### config.mk
export PLATFORM = sky130hd
export DESIGN_NAME = sysid_check_master
export DESIGN_NICKNAME = d
export VERILOG_FILES = /design/src/rtl/sysid_check_pkg.sv /design/src/rtl/sysid_check_stall_cnt.sv /design/src/rtl/sysid_check_master.sv
export SDC_FILE = /design/constraint.sdc
export NUM_CORES = 1
export LEC_CHECK = 0
export BUFFER_PORTS_ARGS = -buffer_cell sky130_fd_sc_hd__buf_2
export CORE_ASPECT_RATIO = 0.5
export CORE_UTILIZATION = 44
export CTS_CLUSTER_SIZE = 16
export DETAILED_ROUTE_END_ITERATION = 6
export PLACE_DENSITY = 0.76
export SLEW_MARGIN = 30
export SYNTH_ARGS = -nofsm -noshare
export SYNTH_HDL_FRONTEND = slang
export SYNTH_HIERARCHICAL = 1
export SYNTH_SLANG_ARGS = --single-unit
### constraint.sdc
create_clock -name clock -period 1.2 [get_ports clock]
set_input_delay 0.06 -clock clock [delete_from_list [all_inputs] [get_ports clock]]
set_output_delay 0.06 -clock clock [all_outputs]
set_load 0.005 [all_outputs]
### src/rtl/sysid_check_pkg.sv
// sysid_check_pkg
//   Shared types and constants for the system-ID check master:
//   FSM state enum, fail_code encodings and Avalon word addresses.
package sysid_check_pkg;

  typedef enum logic [2:0] {
    IDLE  = 3'd0,
    RD_ID = 3'd1,
    RD_TS = 3'd2,
    CHECK = 3'd3,
    FIN   = 3'd4
  } state_e;

  localparam logic [1:0] FAIL_NONE    = 2'b00;
  localparam logic [1:0] FAIL_ID      = 2'b01;
  localparam logic [1:0] FAIL_TS      = 2'b10;
  localparam logic [1:0] FAIL_TIMEOUT = 2'b11;

  localparam logic ADDR_ID = 1'b0;
  localparam logic ADDR_TS = 1'b1;

endpackage

### src/rtl/sysid_check_stall_cnt.sv
// sysid_check_stall_cnt
//   Counts consecutive waitrequest-stall cycles of the current read and
//   flags the cycle in which the LIMIT-th stall cycle occurs.
//   Ports:
//     clock    in   system clock
//     reset_n  in   async active-low reset
//     stall    in   read outstanding and slave stalling this cycle
//     expired  out  this cycle is stall cycle number LIMIT
module sysid_check_stall_cnt #(
  parameter int unsigned LIMIT = 256
) (
  input  logic clock,
  input  logic reset_n,
  input  logic stall,
  output logic expired
);

  logic [15:0] cnt_q, cnt_d;

  // A read ends on its first non-stall cycle, so clearing whenever stall
  // is low restarts the count for every new read.
  always_comb begin
    cnt_d   = stall ? cnt_q + 16'd1 : 16'd0;
    expired = stall && (cnt_q == 16'(LIMIT - 1));
  end

  always_ff @(posedge clock or negedge reset_n) begin
    if (!reset_n) cnt_q <= 16'd0;
    else          cnt_q <= cnt_d;
  end

endmodule

### src/rtl/sysid_check_master.sv
// sysid_check_master
//   On a start pulse, reads the system ID (word 0) and build timestamp
//   (word 1) from an Avalon-MM slave and compares them with EXPECTED_ID /
//   EXPECTED_TS, reporting pass / fail_code with a one-cycle done pulse.
//   Optional feature macro: SYSID_CHECK_TIMEOUT_EN -- aborts a read after
//   TIMEOUT_CYCLES stall cycles with fail_code 11.
//   Ports:
//     clock, reset_n                  clock, async active-low reset
//     start                           request a check (IDLE only)
//     avm_address, avm_read           Avalon-MM read master outputs
//     avm_waitrequest, avm_readdata   Avalon-MM slave response
//     busy, done, pass, fail_code     status
//     id_value, ts_value              last captured words
module sysid_check_master
  import sysid_check_pkg::*;
#(
  parameter logic [31:0] EXPECTED_ID    = 32'h0000_0000,
  parameter logic [31:0] EXPECTED_TS    = 32'd1626704057,
  parameter int unsigned TIMEOUT_CYCLES = 256
) (
  input  logic        clock,
  input  logic        reset_n,
  input  logic        start,
  output logic        avm_address,
  output logic        avm_read,
  input  logic        avm_waitrequest,
  input  logic [31:0] avm_readdata,
  output logic        busy,
  output logic        done,
  output logic        pass,
  output logic [1:0]  fail_code,
  output logic [31:0] id_value,
  output logic [31:0] ts_value
);

  if (TIMEOUT_CYCLES < 2 || TIMEOUT_CYCLES > 65535) begin : g_bad_timeout
    $error("sysid_check_master: TIMEOUT_CYCLES out of range 2..65535");
  end

  state_e      state_q, state_d;
  logic [1:0]  rst_sync_q, rst_sync_d;
  logic        pass_q, pass_d;
  logic [1:0]  fail_q, fail_d;
  logic [31:0] id_q, id_d, ts_q, ts_d;
  logic        rd_active, timeout;

  assign rd_active = (state_q == RD_ID) || (state_q == RD_TS);

`ifdef SYSID_CHECK_TIMEOUT_EN
  sysid_check_stall_cnt #(.LIMIT(TIMEOUT_CYCLES)) u_stall_cnt (
    .clock   (clock),
    .reset_n (reset_n),
    .stall   (rd_active && avm_waitrequest),
    .expired (timeout)
  );
`else
  assign timeout = 1'b0;
`endif

  // Reset release is synchronised; start is only honoured once both
  // stages have filled with ones.
  always_comb rst_sync_d = {rst_sync_q[0], 1'b1};

  always_comb begin
    state_d = state_q;
    pass_d  = pass_q;
    fail_d  = fail_q;
    id_d    = id_q;
    ts_d    = ts_q;
    case (state_q)
      IDLE: if (start && rst_sync_q[1]) begin
        state_d = RD_ID;
        pass_d  = 1'b0;
        fail_d  = FAIL_NONE;
        id_d    = 32'd0;
        ts_d    = 32'd0;
      end
      RD_ID: if (timeout) begin
        state_d = FIN;
        fail_d  = FAIL_TIMEOUT;
        pass_d  = 1'b0;
      end else if (!avm_waitrequest) begin
        id_d    = avm_readdata;
        state_d = RD_TS;
      end
      RD_TS: if (timeout) begin
        state_d = FIN;
        fail_d  = FAIL_TIMEOUT;
        pass_d  = 1'b0;
      end else if (!avm_waitrequest) begin
        ts_d    = avm_readdata;
        state_d = CHECK;
      end
      CHECK: begin
        state_d = FIN;
        // ID mismatch outranks TS mismatch
        if (id_q != EXPECTED_ID) begin
          pass_d = 1'b0;
          fail_d = FAIL_ID;
        end else if (ts_q != EXPECTED_TS) begin
          pass_d = 1'b0;
          fail_d = FAIL_TS;
        end else begin
          pass_d = 1'b1;
          fail_d = FAIL_NONE;
        end
      end
      FIN:     state_d = IDLE;
      default: state_d = IDLE;
    endcase
  end

  always_ff @(posedge clock or negedge reset_n) begin
    if (!reset_n) begin
      rst_sync_q <= 2'b00;
      state_q    <= IDLE;
      pass_q     <= 1'b0;
      fail_q     <= FAIL_NONE;
      id_q       <= 32'd0;
      ts_q       <= 32'd0;
    end else begin
      rst_sync_q <= rst_sync_d;
      state_q    <= state_d;
      pass_q     <= pass_d;
      fail_q     <= fail_d;
      id_q       <= id_d;
      ts_q       <= ts_d;
    end
  end

  // Bus and status outputs decode straight from the state register so a
  // reset drops them without waiting for an edge.
  assign avm_read    = rd_active;
  assign avm_address = (state_q == RD_TS) ? ADDR_TS : ADDR_ID;
  assign busy        = rd_active || (state_q == CHECK);
  assign done        = (state_q == FIN);
  assign pass        = pass_q;
  assign fail_code   = fail_q;
  assign id_value    = id_q;
  assign ts_value    = ts_q;

endmodule

==> out/results.env <==
RUN_STATUS='complete, but fails checks'
VIOLATIONS='setup timing'
CRITICAL_PATH_REQUIRED_PS=1460
MIN-DELAY-PATH-CLASS='input port to flop'
SYNTHTOLAYOUTAREAGROWTH_PCT=72.05
CLOCK-ROOT-BUFFER='clkbuf_16'
TNS_PS=-12780
BOUNDARYPINS=107
YS_SEQ_ELEMENTS=72
CELLLEAKAGEPOWER_uW=0.002556
CLOCK-SKEW-FINAL_PS=11.63
FINALHOLDVIOLATIONS=0
TIMING.FINAL.SETUP_VIOLATIONS=72
CTS_TREE='yes'
STANDARD_CELL_CORE_AREA_UM2=6156
LARGEST_NET_DEGREE_AT_THE_START_OF_GLOBAL_ROUTING=73
TIMING.CRITICAL_PATH.ARRIVAL_PS=1950
CHIPHEIGHT_UM=58.84
TIMING.FINAL.CRIT_SHARE_PCT=140.1
COUNT_OF_INPUT_AND_OUTPUT_BUFFERS=106
DP.FINAL_HPWL_UM=5814
IR_DROP_mV=1.217
CTS-ROOT-TO-SINK-BUFFERS=2
DETAIL_ROUTE.DRC_VIOLATIONS=0
NETSWITCHINGPOWER_uW=4351
ROUTABILITYCONGESTION=0.7913
PRE_ANTENNA_DRT_ITERS=5
SYNTHESIS.NETS=246
COMB_POWER_SHARE_PCT=43.7
GRT_FIRST_PASS_WIRELENGTH_UM=15050
SETUP_REPAIR_AFTER_GLOBAL_ROUTING_MISSED_ITS_MARGIN='true'
DIE_W_UM=115.7
WORST-PATH-MAX-FANOUT=2
AVGROUTEDWIREPERCELL_UM=22.69
DRV.MAX_CAP_VIOLATION_COUNT=0
CLOCK.FMAX_MHz=594.7
TIMING.FINAL.CRIT_PERIOD_PS=1682
CLK_PIN_SLEW_PS=60
DRT_FIRST_ITER_VIOLATIONS=304
FINALMAXSLEWVIOLATIONS=0
POST_SYNTHESIS_SEQUENTIAL_AREA_RATIO_PCT=63.38
P_PER_AREA_nW_PER_UM2=2655
CTS-BUFFERS-INSERTED=9
CTS.SINK_COUNT=72
SYNTHESIS.AREA_PER_INSTANCE_UM2=13.54
SYN_AREA_UM2=2843
DIE_AREA_UM2=6805
P_INT_uW=8637
YS_TYPES=31
CLK_LATENCY_PS=340
START_UTIL_PCT=46.18
GRT.OVERFLOW.TOTAL=0
TOTALPOWERFINAL_uW=12990
SEQPWRFRAC_PCT=31.5
WORST_PATH_SETUP_SLACK_AFTER_ROUTING_PS=-481.5
PLACEMENT_ROWS=20
MEAN_NUMBER_OF_VIAS_PER_CELL=6.064
DRT.ANTENNA.VIOLATING_NETS=0
DIODES=0
GRT_USE_TOTAL_PCT=30.39
START_KIND='flop'
NUMBER_OF_ANTENNA_VIOLATIONS_AT_THE_FIRST_CHECK_IN_GLOBAL_ROUTING=0
LAYOUT-DRIVE-GT1-SHARE_PCT=53.07
YOSYSWARNINGCOUNT=6
END_KIND='flop'
POST_SYNTH_INST_COUNT=210
FIN_NETS=455
CLOCKPOWERSHARE_PCT=24.8
VIAS_IN_THE_FIRST_GLOBAL_ROUTE=2885
TIMING.SETUP.CRITICAL_PATH_CLASS='flop to flop'
SWITCHING_SHARE_PCT=33.50
ROUTE.FINAL.WIRE_LENGTH_UM=11620
CTS.HTREE.LEVELS=3
NUM_VIAS=3105
## power by group through the flow
stage / combinational [uW] / sequential, uW / clock (uW)
after detailed placement: 4650 / 3880 / 0
after global placement: 4530 / 3830 / 0
final: 5670 / 4100 / 3220
after floorplan: 1990 / 3950 / 0
after global routing: 5960 / 4150 / 3310
after CTS: 4920 / 3910 / 3170
## placed cells by master, fill, tap and decap left out, drive strengths merged
| cell | count |
|---|---|
| nand3 | 1 |
| o21ai | 1 |
| nor4 | 10 |
| bufinv | 3 |
| nand4b | 1 |
| o31a | 1 |
| nand3b | 1 |
| and2b | 1 |
| a22o | 65 |
| and4 | 1 |
| nor4b | 2 |
| xnor2 | 1 |
| nor2b | 1 |
| nand4 | 3 |
| inv | 1 |
| and2 | 4 |
| a21o | 1 |
| nand2 | 8 |
| conb | 1 |
| buf | 182 |
| mux2i | 3 |
| o22ai | 1 |
| nor3 | 1 |
| dfrtp | 72 |
| nor4bb | 2 |
| nor2 | 9 |
| dlygate4sd3 | 32 |
| or3 | 1 |
| nand4bb | 1 |
| clkbuf | 13 |
## path summary, 6_finish.rpt
path / start / endpoint / slack (ps) / cells past startpoint
min reg2reg: rst_sync_q[0]$_DFF_PN0_ / rst_sync_q[1]$_DFF_PN0_ / 370 / 0
min: avm_readdata[15] / ts_value[15]$_DFFE_PN0P_ / 4 / 2
max reg2reg: id_value[12]$_DFFE_PN0P_ / pass$_DFFE_PN0P_ / -480 / 4
max: id_value[12]$_DFFE_PN0P_ / pass$_DFFE_PN0P_ / -480 / 4
max in group asynchronous: reset_n / state_q[2]$_DFFE_PN0P_ / 540 / 3
min in group asynchronous: reset_n / ts_value[5]$_DFFE_PN0P_ / 300 / 3
## worst max-delay path, stage by stage (launching register included)
cell and delay, ps:
dfrtp_1 400, nor4_2 380, nand4_1 280, nor3_2 340, a22o_1 200
## final cells by class
| type | instances | area [um2] |
|---|---|---|
| Multi-Input combinational cell | 121 | 1054 |
| Timing Repair Buffer | 215 | 1567 |
| Clock inverter | 4 | 98.84 |
| Fill cell | 341 | 1265 |
| Tap cell | 88 | 110.1 |
| Sequential cell | 72 | 1805 |
| Clock buffer | 12 | 256.5 |
## timing repair
item,CTS,global route
cloned,1,2
endpoints found under the setup margin,71,72
pin swaps,4,15
gates resized for setup,15,34
hold endpoints to repair,130,2
setup buffers,0,2
hold buffers,30,2
## stage by stage
| step | utilization, % | cell area, um2 | hold WS (ps) | worst slack (ps) | cells |
|---|---|---|---|---|---|
| finish | 79.45 | 4891 | 3.826 | -481.5 | 512 |
| floorplan | - | 2887 | -235.6 | -116.8 | 210 |
| CTS | 76.04 | 4681 | 0.9225 | -278.7 | 506 |
| global placement | 64.25 | 3955 | 106.7 | -247.1 | 459 |
| global route | 79.45 | 4891 | 7.214 | -619.9 | 512 |
| detailed placement | 64.25 | 3955 | 122.7 | -273.9 | 459 |
## cell usage after synthesis (all sizes together)
library cell / number / share of area, %
a21o: 1 / 0.26
a22o: 65 / 20
and2: 4 / 0.97
and2b: 1 / 0.26
and4: 1 / 0.31
buf: 16 / 4.0
clkbuf: 1 / 0.13
conb: 1 / 0.13
dfrtp: 72 / 63
mux2i: 3 / 1.1
nand2: 8 / 1.1
nand3: 1 / 0.18
nand3b: 1 / 0.26
nand4: 3 / 0.66
nand4b: 1 / 0.31
nand4bb: 1 / 0.40
nor2: 9 / 1.2
nor2b: 1 / 0.48
nor3: 1 / 0.18
nor4: 10 / 2.2
nor4b: 2 / 0.62
nor4bb: 2 / 0.70
o21ai: 1 / 0.18
o22ai: 1 / 0.22
o31a: 1 / 0.31
or3: 1 / 0.22
xnor2: 1 / 0.31
## kinds of logic after synthesis
kind of cell | synth area share (%)
DFF | 63.38
AOI/OAI and AO/OA | 20.99
and+or+nand+nor | 9.991
buffers and inverters | 4.137
muxes | 1.056
xor gates and xnor gates | 0.3082
other | 0.1319
## state kept, by name (all words and copies together), names as in the netlist
register	cells
rst_sync_q	2
pass	1
ts_value	32
id_value	32
fail_code	2
state_q	3
## layer usage
metal | vias up | global-route usage, % | part of all wire (%)
li1 | 1229 | - | -
met1 | 1536 | 38.71 | 37
met2 | 257 | 49.87 | 47
met3 | 83 | 6.591 | 10
met4 | 0 | 15.93 | 5.8
met5 | - | 0 | 0
(Power assumes the default switching activity.)
